[config.mk]
export PLATFORM = sky130hd
export DESIGN_NAME = chan_pipe_proc_flat
export DESIGN_NICKNAME = d
export VERILOG_FILES = /design/src/rtl/chan_pipe_pkg.sv /design/src/rtl/chan_pipe_if.sv /design/src/rtl/edge_sync_toggle.sv /design/src/rtl/chan_pipe_proc.sv /design/src/flat_wrapper.sv
export SDC_FILE = /design/constraint.sdc
export NUM_CORES = 1
export LEC_CHECK = 0
export ABC_AREA = 1
export BUFFER_PORTS_ARGS = -buffer_cell sky130_fd_sc_hd__buf_4
export CORE_ASPECT_RATIO = 0.75
export CORE_MARGIN = 5
export CORE_UTILIZATION = 54
export DETAILED_ROUTE_END_ITERATION = 8
export PLACE_DENSITY = 0.83
export SYNTH_ARGS = -nofsm -noshare
export SYNTH_HDL_FRONTEND = slang
export SYNTH_SLANG_ARGS = --single-unit
[constraint.sdc]
create_clock -name clk -period 1.5 [get_ports clk]
set_input_delay 0.3 -clock clk [delete_from_list [all_inputs] [get_ports clk]]
set_output_delay 0.3 -clock clk [all_outputs]
set_load 0.01 [all_outputs]
[src/rtl/chan_pipe_pkg.sv]
// Shared defaults and types for the chan_pipe_proc datapath.
// Parameter defaults live here so the top and the bench agree on them.
package chan_pipe_pkg;

  localparam int unsigned DefWidth      = 8;
  localparam int unsigned DefChannels   = 2;
  localparam int unsigned DefDepth      = 2;
  localparam int unsigned DefOffset     = 5;
  localparam int unsigned DefThresh     = 10;
  localparam int unsigned DefHoldOffset = 3;
  localparam int unsigned DefCntW       = 32;

  typedef logic [DefWidth-1:0] chan_t;
  typedef logic [DefCntW-1:0]  count_t;

  function automatic int unsigned max_u(input int unsigned a, input int unsigned b);
    return (a > b) ? a : b;
  endfunction

endpackage

[src/rtl/chan_pipe_if.sv]
// Handshake/data bundle between the capture stage and chan_pipe_proc.
// master drives beats and the strobe; slave is the datapath.
interface chan_pipe_if #(
  parameter int unsigned WIDTH    = 8,
  parameter int unsigned CHANNELS = 2,
  parameter int unsigned CNT_W    = 32
) ();

  logic                      in_valid;
  logic [CHANNELS*WIDTH-1:0] data_in;
  logic                      edge_sig;
  logic [CHANNELS*WIDTH-1:0] data_out_comb;
  logic [CHANNELS*WIDTH-1:0] data_out_ff;
  logic                      out_valid;
  logic [CHANNELS*WIDTH-1:0] hold_data;
  logic                      out_toggle_always;
  logic                      out_toggle_edge;
  logic [CNT_W-1:0]          beat_count;

  modport master (
    output in_valid, data_in, edge_sig,
    input  data_out_comb, data_out_ff, out_valid, hold_data,
    input  out_toggle_always, out_toggle_edge, beat_count
  );

  modport slave (
    input  in_valid, data_in, edge_sig,
    output data_out_comb, data_out_ff, out_valid, hold_data,
    output out_toggle_always, out_toggle_edge, beat_count
  );

endinterface

[src/rtl/edge_sync_toggle.sv]
// Two-flop synchroniser for an asynchronous strobe; every settled edge
// (rising or falling) inverts toggle_out.
module edge_sync_toggle (
  input  logic clk,
  input  logic rst,
  input  logic async_in,
  output logic toggle_out
);

  logic sync1_q, sync2_q, prev_q, toggle_q;
  logic toggle_d;

  always_comb begin
    toggle_d = toggle_q ^ (sync2_q ^ prev_q);
  end

  always_ff @(posedge clk or negedge rst) begin
    if (!rst) begin
      sync1_q  <= 1'b0;
      sync2_q  <= 1'b0;
      prev_q   <= 1'b0;
      toggle_q <= 1'b0;
    end else begin
      sync1_q  <= async_in;
      sync2_q  <= sync1_q;
      prev_q   <= sync2_q;
      toggle_q <= toggle_d;
    end
  end

  assign toggle_out = toggle_q;

endmodule

[src/rtl/chan_pipe_proc.sv]
// Multi-channel offset pipeline with threshold hold, beat counter and toggles.
// Define CHAN_PIPE_SAT_EN to make beat_count saturate instead of wrapping.
module chan_pipe_proc
  import chan_pipe_pkg::*;
#(
  parameter int unsigned WIDTH       = DefWidth,
  parameter int unsigned CHANNELS    = DefChannels,
  parameter int unsigned DEPTH       = DefDepth,
  parameter int unsigned OFFSET      = DefOffset,
  parameter int unsigned THRESH      = DefThresh,
  parameter int unsigned HOLD_OFFSET = DefHoldOffset,
  parameter int unsigned CNT_W       = DefCntW
) (
  input  logic        clk,
  input  logic        rst,
  chan_pipe_if.slave  bus
);

  typedef logic [WIDTH-1:0] data_t;
  typedef logic [CNT_W-1:0] cnt_t;

  // Threshold compare runs at >= 32 bits so THRESH is never truncated.
  localparam int unsigned CmpW = max_u(WIDTH, 32);
  localparam logic [CmpW-1:0] ThreshC = CmpW'(THRESH);

  data_t            din      [CHANNELS];
  data_t            stage_q  [DEPTH][CHANNELS];
  data_t            stage0_d [CHANNELS];
  logic [DEPTH-1:0] valid_q;
  data_t            hold_q   [CHANNELS];
  data_t            hold_d   [CHANNELS];
  cnt_t             count_q, count_d;
  logic             toggle_q;

  always_comb begin
    for (int c = 0; c < CHANNELS; c++) begin
      din[c]      = bus.data_in[c*WIDTH +: WIDTH];
      stage0_d[c] = stage_q[0][c];
      hold_d[c]   = hold_q[c];
      if (bus.in_valid) begin
        stage0_d[c] = din[c] + data_t'(OFFSET);
        if (CmpW'(din[c]) > ThreshC) hold_d[c] = din[c] + data_t'(HOLD_OFFSET);
      end
    end
  end

  always_comb begin
    count_d = count_q;
    if (bus.in_valid) begin
`ifdef CHAN_PIPE_SAT_EN
      if (count_q != '1) count_d = count_q + cnt_t'(1);
`else
      count_d = count_q + cnt_t'(1);
`endif
    end
  end

  always_ff @(posedge clk or negedge rst) begin
    if (!rst) begin
      valid_q  <= '0;
      count_q  <= '0;
      toggle_q <= 1'b0;
      for (int c = 0; c < CHANNELS; c++) begin
        hold_q[c] <= '0;
        for (int d = 0; d < DEPTH; d++) stage_q[d][c] <= '0;
      end
    end else begin
      valid_q[0] <= bus.in_valid;
      count_q    <= count_d;
      toggle_q   <= toggle_q ^ bus.in_valid;
      for (int c = 0; c < CHANNELS; c++) begin
        hold_q[c]     <= hold_d[c];
        stage_q[0][c] <= stage0_d[c];
      end
      // Later stages shift every cycle; valid travels with the data.
      for (int d = 1; d < DEPTH; d++) begin
        valid_q[d] <= valid_q[d-1];
        for (int c = 0; c < CHANNELS; c++) stage_q[d][c] <= stage_q[d-1][c];
      end
    end
  end

  always_comb begin
    bus.data_out_comb = '0;
    bus.data_out_ff   = '0;
    bus.hold_data     = '0;
    for (int c = 0; c < CHANNELS; c++) begin
      bus.data_out_comb[c*WIDTH +: WIDTH] = stage_q[0][c] + data_t'(1);
      bus.data_out_ff[c*WIDTH +: WIDTH]   = stage_q[DEPTH-1][c];
      bus.hold_data[c*WIDTH +: WIDTH]     = hold_q[c];
    end
    bus.out_valid         = valid_q[DEPTH-1];
    bus.beat_count        = count_q;
    bus.out_toggle_always = toggle_q;
  end

  edge_sync_toggle u_edge_sync_toggle (
    .clk        (clk),
    .rst        (rst),
    .async_in   (bus.edge_sig),
    .toggle_out (bus.out_toggle_edge)
  );

endmodule

[src/flat_wrapper.sv]
// flat-port wrapper written by rule: the top's interface ports become plain ports
module chan_pipe_proc_flat import chan_pipe_pkg::*;
#(
  parameter int unsigned WIDTH       = DefWidth,
  parameter int unsigned CHANNELS    = DefChannels,
  parameter int unsigned DEPTH       = DefDepth,
  parameter int unsigned OFFSET      = DefOffset,
  parameter int unsigned THRESH      = DefThresh,
  parameter int unsigned HOLD_OFFSET = DefHoldOffset,
  parameter int unsigned CNT_W       = DefCntW
)
  (clk, rst, bus_in_valid, bus_data_in, bus_edge_sig, bus_data_out_comb, bus_data_out_ff, bus_out_valid, bus_hold_data, bus_out_toggle_always, bus_out_toggle_edge, bus_beat_count);
  chan_pipe_if #(.WIDTH(WIDTH), .CHANNELS(CHANNELS), .CNT_W(CNT_W)) bus_i ();
  input  logic clk;
  input  logic rst;
  input wire logic [$bits(bus_i.in_valid)-1:0] bus_in_valid;
  input wire logic [$bits(bus_i.data_in)-1:0] bus_data_in;
  input wire logic [$bits(bus_i.edge_sig)-1:0] bus_edge_sig;
  output wire logic [$bits(bus_i.data_out_comb)-1:0] bus_data_out_comb;
  output wire logic [$bits(bus_i.data_out_ff)-1:0] bus_data_out_ff;
  output wire logic [$bits(bus_i.out_valid)-1:0] bus_out_valid;
  output wire logic [$bits(bus_i.hold_data)-1:0] bus_hold_data;
  output wire logic [$bits(bus_i.out_toggle_always)-1:0] bus_out_toggle_always;
  output wire logic [$bits(bus_i.out_toggle_edge)-1:0] bus_out_toggle_edge;
  output wire logic [$bits(bus_i.beat_count)-1:0] bus_beat_count;
  assign bus_i.in_valid = bus_in_valid;
  assign bus_i.data_in = bus_data_in;
  assign bus_i.edge_sig = bus_edge_sig;
  assign bus_data_out_comb = bus_i.data_out_comb;
  assign bus_data_out_ff = bus_i.data_out_ff;
  assign bus_out_valid = bus_i.out_valid;
  assign bus_hold_data = bus_i.hold_data;
  assign bus_out_toggle_always = bus_i.out_toggle_always;
  assign bus_out_toggle_edge = bus_i.out_toggle_edge;
  assign bus_beat_count = bus_i.beat_count;
  chan_pipe_proc #(.WIDTH(WIDTH), .CHANNELS(CHANNELS), .DEPTH(DEPTH), .OFFSET(OFFSET), .THRESH(THRESH), .HOLD_OFFSET(HOLD_OFFSET), .CNT_W(CNT_W)) u_core (.clk(clk), .rst(rst), .bus(bus_i));
endmodule
==> results of run 1 <==
## flip-flops by register name, indices dropped and copies added, names as in the netlist
| register | cells |
|---|---|
| u_core.u_edge_sync_toggle.sync2_q | 1 |
| u_core.stage_q | 16 |
| u_core.valid_q | 2 |
| u_core.bus.beat_count | 32 |
| u_core.bus.out_toggle_always | 1 |
| u_core.bus.data_out_ff | 16 |
| u_core.bus.hold_data | 16 |
| u_core.u_edge_sync_toggle.sync1_q | 1 |
| u_core.u_edge_sync_toggle.toggle_out | 1 |
| u_core.u_edge_sync_toggle.prev_q | 1 |
## stage by stage
stage	instances	hold WS, ns	TNS, ns	power, W
final	729	0.0643	-2.92	0.00592
after global routing	729	0.0416	-4.03	0.00624
after CTS	727	0.0532	-2.66	0.00586
after detailed placement	699	0.346	-0.0609	0.00426
after global placement	699	0.332	0	0.00421
after floorplan	501	0.00441	0	0.00354
## layout make-up
cell class | instances | area (um2) | area share [%]
Clock buffer | 10 | 138 | 2.40
Clock inverter | 6 | 46.3 | 0.808
Inverter | 69 | 259 | 4.52
Multi-Input combinational cell | 322 | 1970 | 34.4
Sequential cell | 87 | 2180 | 38.1
Tap cell | 105 | 131 | 2.29
Timing Repair Buffer | 130 | 1010 | 17.6
## cells in the final DEF, fill, tap and decap left out, types with 3 or more instances in the layout
master	count
nand2_2	8
nand4_1	11
clkbuf_8	10
nor2_2	6
dfrtp_2	4
inv_1	67
dfrtp_1	83
nand3_2	5
nand3_4	4
nand3_1	17
xor2_2	4
o21ai_0	23
nor3_1	7
buf_6	4
nand2_1	110
nor2_1	38
o22ai_1	4
xor2_1	36
nor2_4	11
a21oi_1	5
ha_1	6
xnor2_1	13
buf_4	124
clkinv_4	3
## repair_timing
| item | 4_1_cts | 5_1_grt |
|---|---|---|
| resized for setup | 15 | 29 |
| setup endpoints to repair | 14 | 25 |
| buffers inserted | 11 | 2 |
| pin swaps | 7 | 10 |
| hold endpoints to repair | 38 | 0 |
| hold buffers | 1 | 0 |
## critical path: stages (launching register included)
cell and delay (ns):
dfrtp_2 0.48, ha_4 0.20, nand3_4 0.07, buf_4 0.11, xor2_1 0.15, buf_4 0.15
## worst max path at each step
stage | from | to | slack, ns | depth (start not counted)
after detailed placement | u_core.stage_q[24] | bus_data_out_comb[5] | -0.02 | 5
after global placement | bus_data_in[0] | u_core.bus.hold_data[1] | 0.04 | 9
after CTS | u_core.stage_q[25] | bus_data_out_comb[6] | -0.30 | 5
final | u_core.stage_q[25] | bus_data_out_comb[4] | -0.31 | 5
after global routing | u_core.stage_q[16] | bus_data_out_comb[15] | -0.40 | 5
after floorplan | u_core.bus.beat_count[0] | u_core.bus.beat_count[28] | 0.09 | 7
## power by group through the flow
stage | registers, W | clock network, W | logic, W
2_1_floorplan | 0.00294 | 0 | 0.000595
3_3_place_gp | 0.00288 | 0 | 0.00133
3_5_place_dp | 0.00289 | 0 | 0.00137
4_1_cts | 0.00286 | 0.00155 | 0.00145
5_1_grt | 0.00292 | 0.00167 | 0.00165
6_report | 0.00288 | 0.00153 | 0.00151
## metal layers
layer / track usage, % / up-vias / part of all wire (%)
li1: - / 1771 / -
met1: 28.8 / 1714 / 43
met2: 35.7 / 129 / 48
met3: 4.83 / 18 / 6.8
met4: 6.80 / 0 / 1.7
met5: 0 / - / 0
## synth_stat cells (all sizes together)
cell type,n
inv,69
xor2,40
buf,21
a31oi,2
o31ai,1
ha,9
nand3b,2
o22ai,4
o21ai,26
xnor2,13
nand2,118
nand4,11
dfrtp,87
nor3,9
clkbuf,2
o21a,1
a21oi,5
nor2,55
nand3,26
## cell families (layout without fill, tap and decap cells)
| group | count (synthesis) | in the layout |
|---|---|---|
| adders and majority gates | 9 | 9 |
| buffers and inverters | 92 | 215 |
| DFF | 87 | 87 |
| xor gates and xnor gates | 53 | 53 |
| AOI/OAI and AO/OA | 39 | 39 |
| and+or+nand+nor | 221 | 221 |
==> results by group, run 1 <==
Place
  • I/O Buffers: 102
  • DP Wirelength: 7.47 mm
  • Area after DPL: 0.00524 mm2
  • Pre-CTS setup slack: -0.0179 ns
  • Routability cong.: 0.892

Clock tree
  • Worst-Skew Late Latency: 0.35 ns
  • H-tree Lvls: 3
  • Buffer depth of the longest clock path: 2
  • TritonCTS buffer count: 9
  • TritonCTS clock tree: yes
  • Clock sink total: 87
  • CTS root buf: clkbuf_8
  • Worst-path clk slew: 0.09 ns

Floorplanning
  • Die ar.: 0.0100 mm2
  • Core Rows: 28
  • Initial core utilization: 55.4%
  • Die height: 88.0 um
  • Die W: 114 um
  • Top-Level Pins: 103
  • Core footprint: 0.00792 mm2

Routing
  • Pre-antenna DRT Iters: 5
  • DRC errors left: 0
  • Total vias in the final route: 3632
  • First DRT Iteration DRCs: 261
  • Vias per inst: 4.98
  • Drt total wl: 11.0 mm
  • Per-cell routed wire length: 15.0 um
  • ANT nets after route: 0

GRT
  • Initial antenna violation count: 0
  • Total global-route track usage: 21.6%
  • First-pass GRT wire length: 17.3 mm
  • Largest net degree at the start of global routing: 88
  • Vias in the first global route: 3598
  • Total gr overflow: 0

Yosys
  • Synth Area in Compound Gates: 4.82%
  • Largest family of logic cells by synthesized area: simple AND/OR/NAND/NOR gates
  • Mapped Nets: 530
  • Synth Area in XOR/XNOR: 10.6%
  • Top-area cell type share of the netlist area: 49.7%
  • Mapped Cells: 501
  • Post-Syn Area per Cell: 8.75 um2
  • Synthesis Warnings: 0
  • Top post-synthesis cells by area: dfrtp_1 50%, nand2_1 9.5%, xor2_1 8.0%
  • Post-synthesis sequential area ratio: 49.7%
  • Synth Area in Simple Gates: 22.7%
  • Register bit total from synthesis: 87
  • Synth Cell Area: 0.00438 mm2
  • Cell taking the most area after synthesis: dfrtp_1
  • Mux share of post-synthesis cell area: 0%
  • Adder-cell area share of the yosys netlist: 2.57%
  • Synth unique cells: 28

Cells and area
  • Layout cell share with drive strength beyond 1: 31.3%
  • Final core utilization: 72.4%
  • Final nets: 648
  • Post-route cell area: 0.00573 mm2
  • Layout area overhead: 30.7%
  • Ant diodes: 0
  • Fillers: 593

Critical path
  • Reg2reg path depth: 7
  • Data arrival, critical path: 1.51 ns
  • Reg2reg end: u_core.bus.beat_count[22]
  • Crit path max fanout: 4
  • Crit end category: primary output
  • Worst EP required: 1.20 ns
  • R2R Setup Slk: 0.05 ns
  • CP Class: reg2out
  • R2R Path Start: u_core.bus.beat_count[1]
  • CP Launch Type: register

Timing
  • Max-slew violation count: 0
  • Period utilization: 121%
  • Maximum clock rate: 551 MHz
  • Final setup viols: 14
  • Hold Violations, Final: 0
  • Worst slew pin tran: 0.457 ns
  • Min Tclk post-route: 1.81 ns
  • Final WS setup: -0.314 ns
  • RSZ-0062 raised after global routing: true
  • Worst slew margin: 69.5%
  • Layout Skew: 0.00565 ns

Run status
  • Outcome: complete, but fails checks
  • Failing checks: negative setup slack

Pwr
  • Sw frac: 32.3%
  • VDD IR max: 1.04 mV
  • Pwr dens: 1030 mW/mm2
  • Net Switching: 0.00191 W
  • P_int: 0.00401 W
  • Comb power frac: 25.6%
  • Pleak: 2.87 nW
  • Sequential share of power: 48.6%
  • Clock network power share: 25.8%

Hold path
  • WHS Path Cells: 1
  • Hold Path Sink: u_core.u_edge_sync_toggle.sync1_q
  • Hold Crit Class: in2reg
  • Worst Min Path Start: bus_edge_sig

Flow run
  • Maxcap violations: 0
(Power assumes the default switching activity.)
==> inputs of run 2 (changes only) <==
--- a/config.mk
+++ b/config.mk
@@ -9,9 +9,9 @@
 export BUFFER_PORTS_ARGS = -buffer_cell sky130_fd_sc_hd__buf_4
 export CORE_ASPECT_RATIO = 0.75
 export CORE_MARGIN = 5
-export CORE_UTILIZATION = 54
+export CORE_UTILIZATION = 48
 export DETAILED_ROUTE_END_ITERATION = 8
-export PLACE_DENSITY = 0.83
+export PLACE_DENSITY = 0.76
 export SYNTH_ARGS = -nofsm -noshare
 export SYNTH_HDL_FRONTEND = slang
 export SYNTH_SLANG_ARGS = --single-unit
==> constraint.sdc (replaced) <==
create_clock -name clk -period 1.7 [get_ports clk]
set_input_delay 0.34 -clock clk [delete_from_list [all_inputs] [get_ports clk]]
set_output_delay 0.34 -clock clk [all_outputs]
set_load 0.01 [all_outputs]
==> results by group, run 2 (synthesized netlist as in run 1, its figures left out) <==
GRT
  • Total global-route track usage: 19.1%
  • Initial antenna violation count: 0
  • First-pass GRT wire length: 17.0 mm
  • Largest net degree at the start of global routing: 88
  • Gr busiest metal: met2
  • Total gr overflow: 0
  • Met1 Usage GRT: 25.6%
  • GR Layer Usage met2: 30.6%
  • Vias in the first global route: 3541
  • Met3 GRT Util: 5.62%

Critical path
  • Slowest CP cell: dfrtp_1
  • CP Launch Type: register
  • Worst EP required: 1.36 ns
  • CP Class: reg2out
  • Data arrival, critical path: 1.48 ns
  • Max stage delay on crit path: 0.39 ns
  • CP cell instances: ha_2 -> nand3_4 -> nor2_4 -> xor2_1 -> buf_4
  • Crit end category: primary output
  • Crit path max fanout: 3

Routing
  • Drt total wl: 10.3 mm
  • Per-cell routed wire length: 14.2 um
  • ANT nets after route: 0
  • First DRT Iteration DRCs: 192
  • Pre-antenna DRT Iters: 4
  • DRC errors left: 0
  • Vias per inst: 4.95
  • Total vias in the final route: 3604

Clock tree
  • TritonCTS clock tree: yes
  • Clock sink total: 87
  • TritonCTS buffer count: 9
  • H-tree Lvls: 3
  • Hold buffers post-CTS: 0
  • CTS root buf: clkbuf_16
  • Buffer depth of the longest clock path: 2
  • Worst-Skew Late Latency: 0.34 ns
  • Worst-path clk slew: 0.06 ns

Cells and area
  • Max reg flops: 32
  • Ant diodes: 0
  • Layout area overhead: 30.1%
  • Layout cell share with drive strength beyond 1: 28.4%
  • Post-route cell area: 0.00570 mm2
  • Final core utilization: 63.6%
  • Most frequent cells in the layout: 119 x buf_4, 111 x nand2_1, 87 x dfrtp_1
  • Most common cell after layout, fill and taps aside: buf_4
  • Final nets: 640
  • Finished Layout Cells: 728

Timing
  • Period utilization: 107%
  • Final WS setup: -0.118 ns
  • Max-slew violation count: 0
  • Layout Skew: 0.00880 ns
  • Worst slew margin: 68.7%
  • RSZ-0062 raised after global routing: true
  • Worst slew pin tran: 0.469 ns
  • Min Tclk post-route: 1.82 ns
  • Maximum clock rate: 550 MHz
  • Final setup viols: 9
  • Hold Violations, Final: 0

Run status
  • Failing checks: negative setup slack
  • Outcome: complete, but fails checks

Floorplanning
  • Die ar.: 0.0112 mm2
  • Initial core utilization: 48.9%
  • Die W: 120 um
  • Core Rows: 30
  • Top-Level Pins: 103
  • Core footprint: 0.00897 mm2
  • Die height: 92.8 um

Place
  • Area after DPL: 0.00520 mm2
  • DP Wirelength: 7.59 mm
  • I/O Buffers: 102
  • Pre-CTS setup slack: 0.117 ns
  • Routability cong.: 0.861
  • Cell count after placement: 700

Pwr
  • VDD IR max: 0.693 mV
  • Pwr dens: 1030 mW/mm2
  • Power, Total: 0.00589 W
  • Pleak: 2.89 nW

Hold path
  • Hold Crit Class: in2async

Flow run
  • Maxcap violations: 0
[run 2: changes by cell type in the layout (fill, tap and decap cells not counted), sizes merged]
| cell | change |
|---|---|
| bufinv | +2 |
| clkbuf | +1 |
| buf | -7 |
| clkinv | -2 |
| clkinvlp | -1 |
| dlygate4sd3 | -1 |
[run 2: layer usage]
| metal | wire length (um) | vias to the layer above |
|---|---|---|
| met5 | 0 | - |
| met4 | 59 | 0 |
| met3 | 692 | 8 |
| met2 | 4820 | 102 |
| met1 | 4770 | 1724 |
| li1 | - | 1770 |
[run 2: report_power, final]
group | internal, W | leakage [nW] | total [W] | switching, W
Sequential | 0.00231 | 1.06 | 0.00253 | 0.000216
Clock | 0.00133 | 0.156 | 0.00214 | 0.000813
Combinational | 0.000586 | 1.67 | 0.00122 | 0.000634
[run 2: final cells by class]
type	count	area [um2]
clock inverters	5	81.3
clock buffers	11	243
repair buffers	122	936
well taps	112	140
multi-input cells	322	1870
inverters	69	259
flip-flops and latches	87	2180
fillers	723	3270
[run 2: what timing repair did]
action	CTS	global route
setup endpoints to repair	8	14
setup buffers	9	3
pin swaps	10	11
gates cloned	0	0
gates resized for setup	10	11
[run 2: worst max-delay path, delay by kind of cell, from the launching register on]
family	cells	cell delay (ns)
flops	1	0.39
fa+ha+maj	1	0.24
simple gates	2	0.19
xor+xnor	1	0.18
buf+inv	1	0.15
[run 2: path summary, 6_finish.rpt]
kind / from / to / slack [ns] / cells past startpoint
worst max-delay path: u_core.stage_q[17] / bus_data_out_comb[14] / -0.12 / 5
worst min-delay path: rst / u_core.bus.beat_count[23] / 0.03 / 2
worst max register to register: u_core.bus.beat_count[1] / u_core.bus.beat_count[22] / 0.17 / 7
worst min register to register: u_core.valid_q[0] / u_core.valid_q[1] / 0.36 / 0
max in group asynchronous: rst / u_core.bus.hold_data[10] / 1.31 / 2
min in group clk: bus_edge_sig / u_core.u_edge_sync_toggle.sync1_q / 0.12 / 1
[run 2: stage by stage]
| step | TNS (ns) | hold slack, ns |
|---|---|---|
| finish | -0.457 | 0.0293 |
| global route | -1.46 | 0.0655 |
| CTS | -0.700 | 0.0580 |
| detailed placement | 0 | 0.346 |
| global placement | 0 | 0.334 |
| floorplan | 0 | 0.0444 |
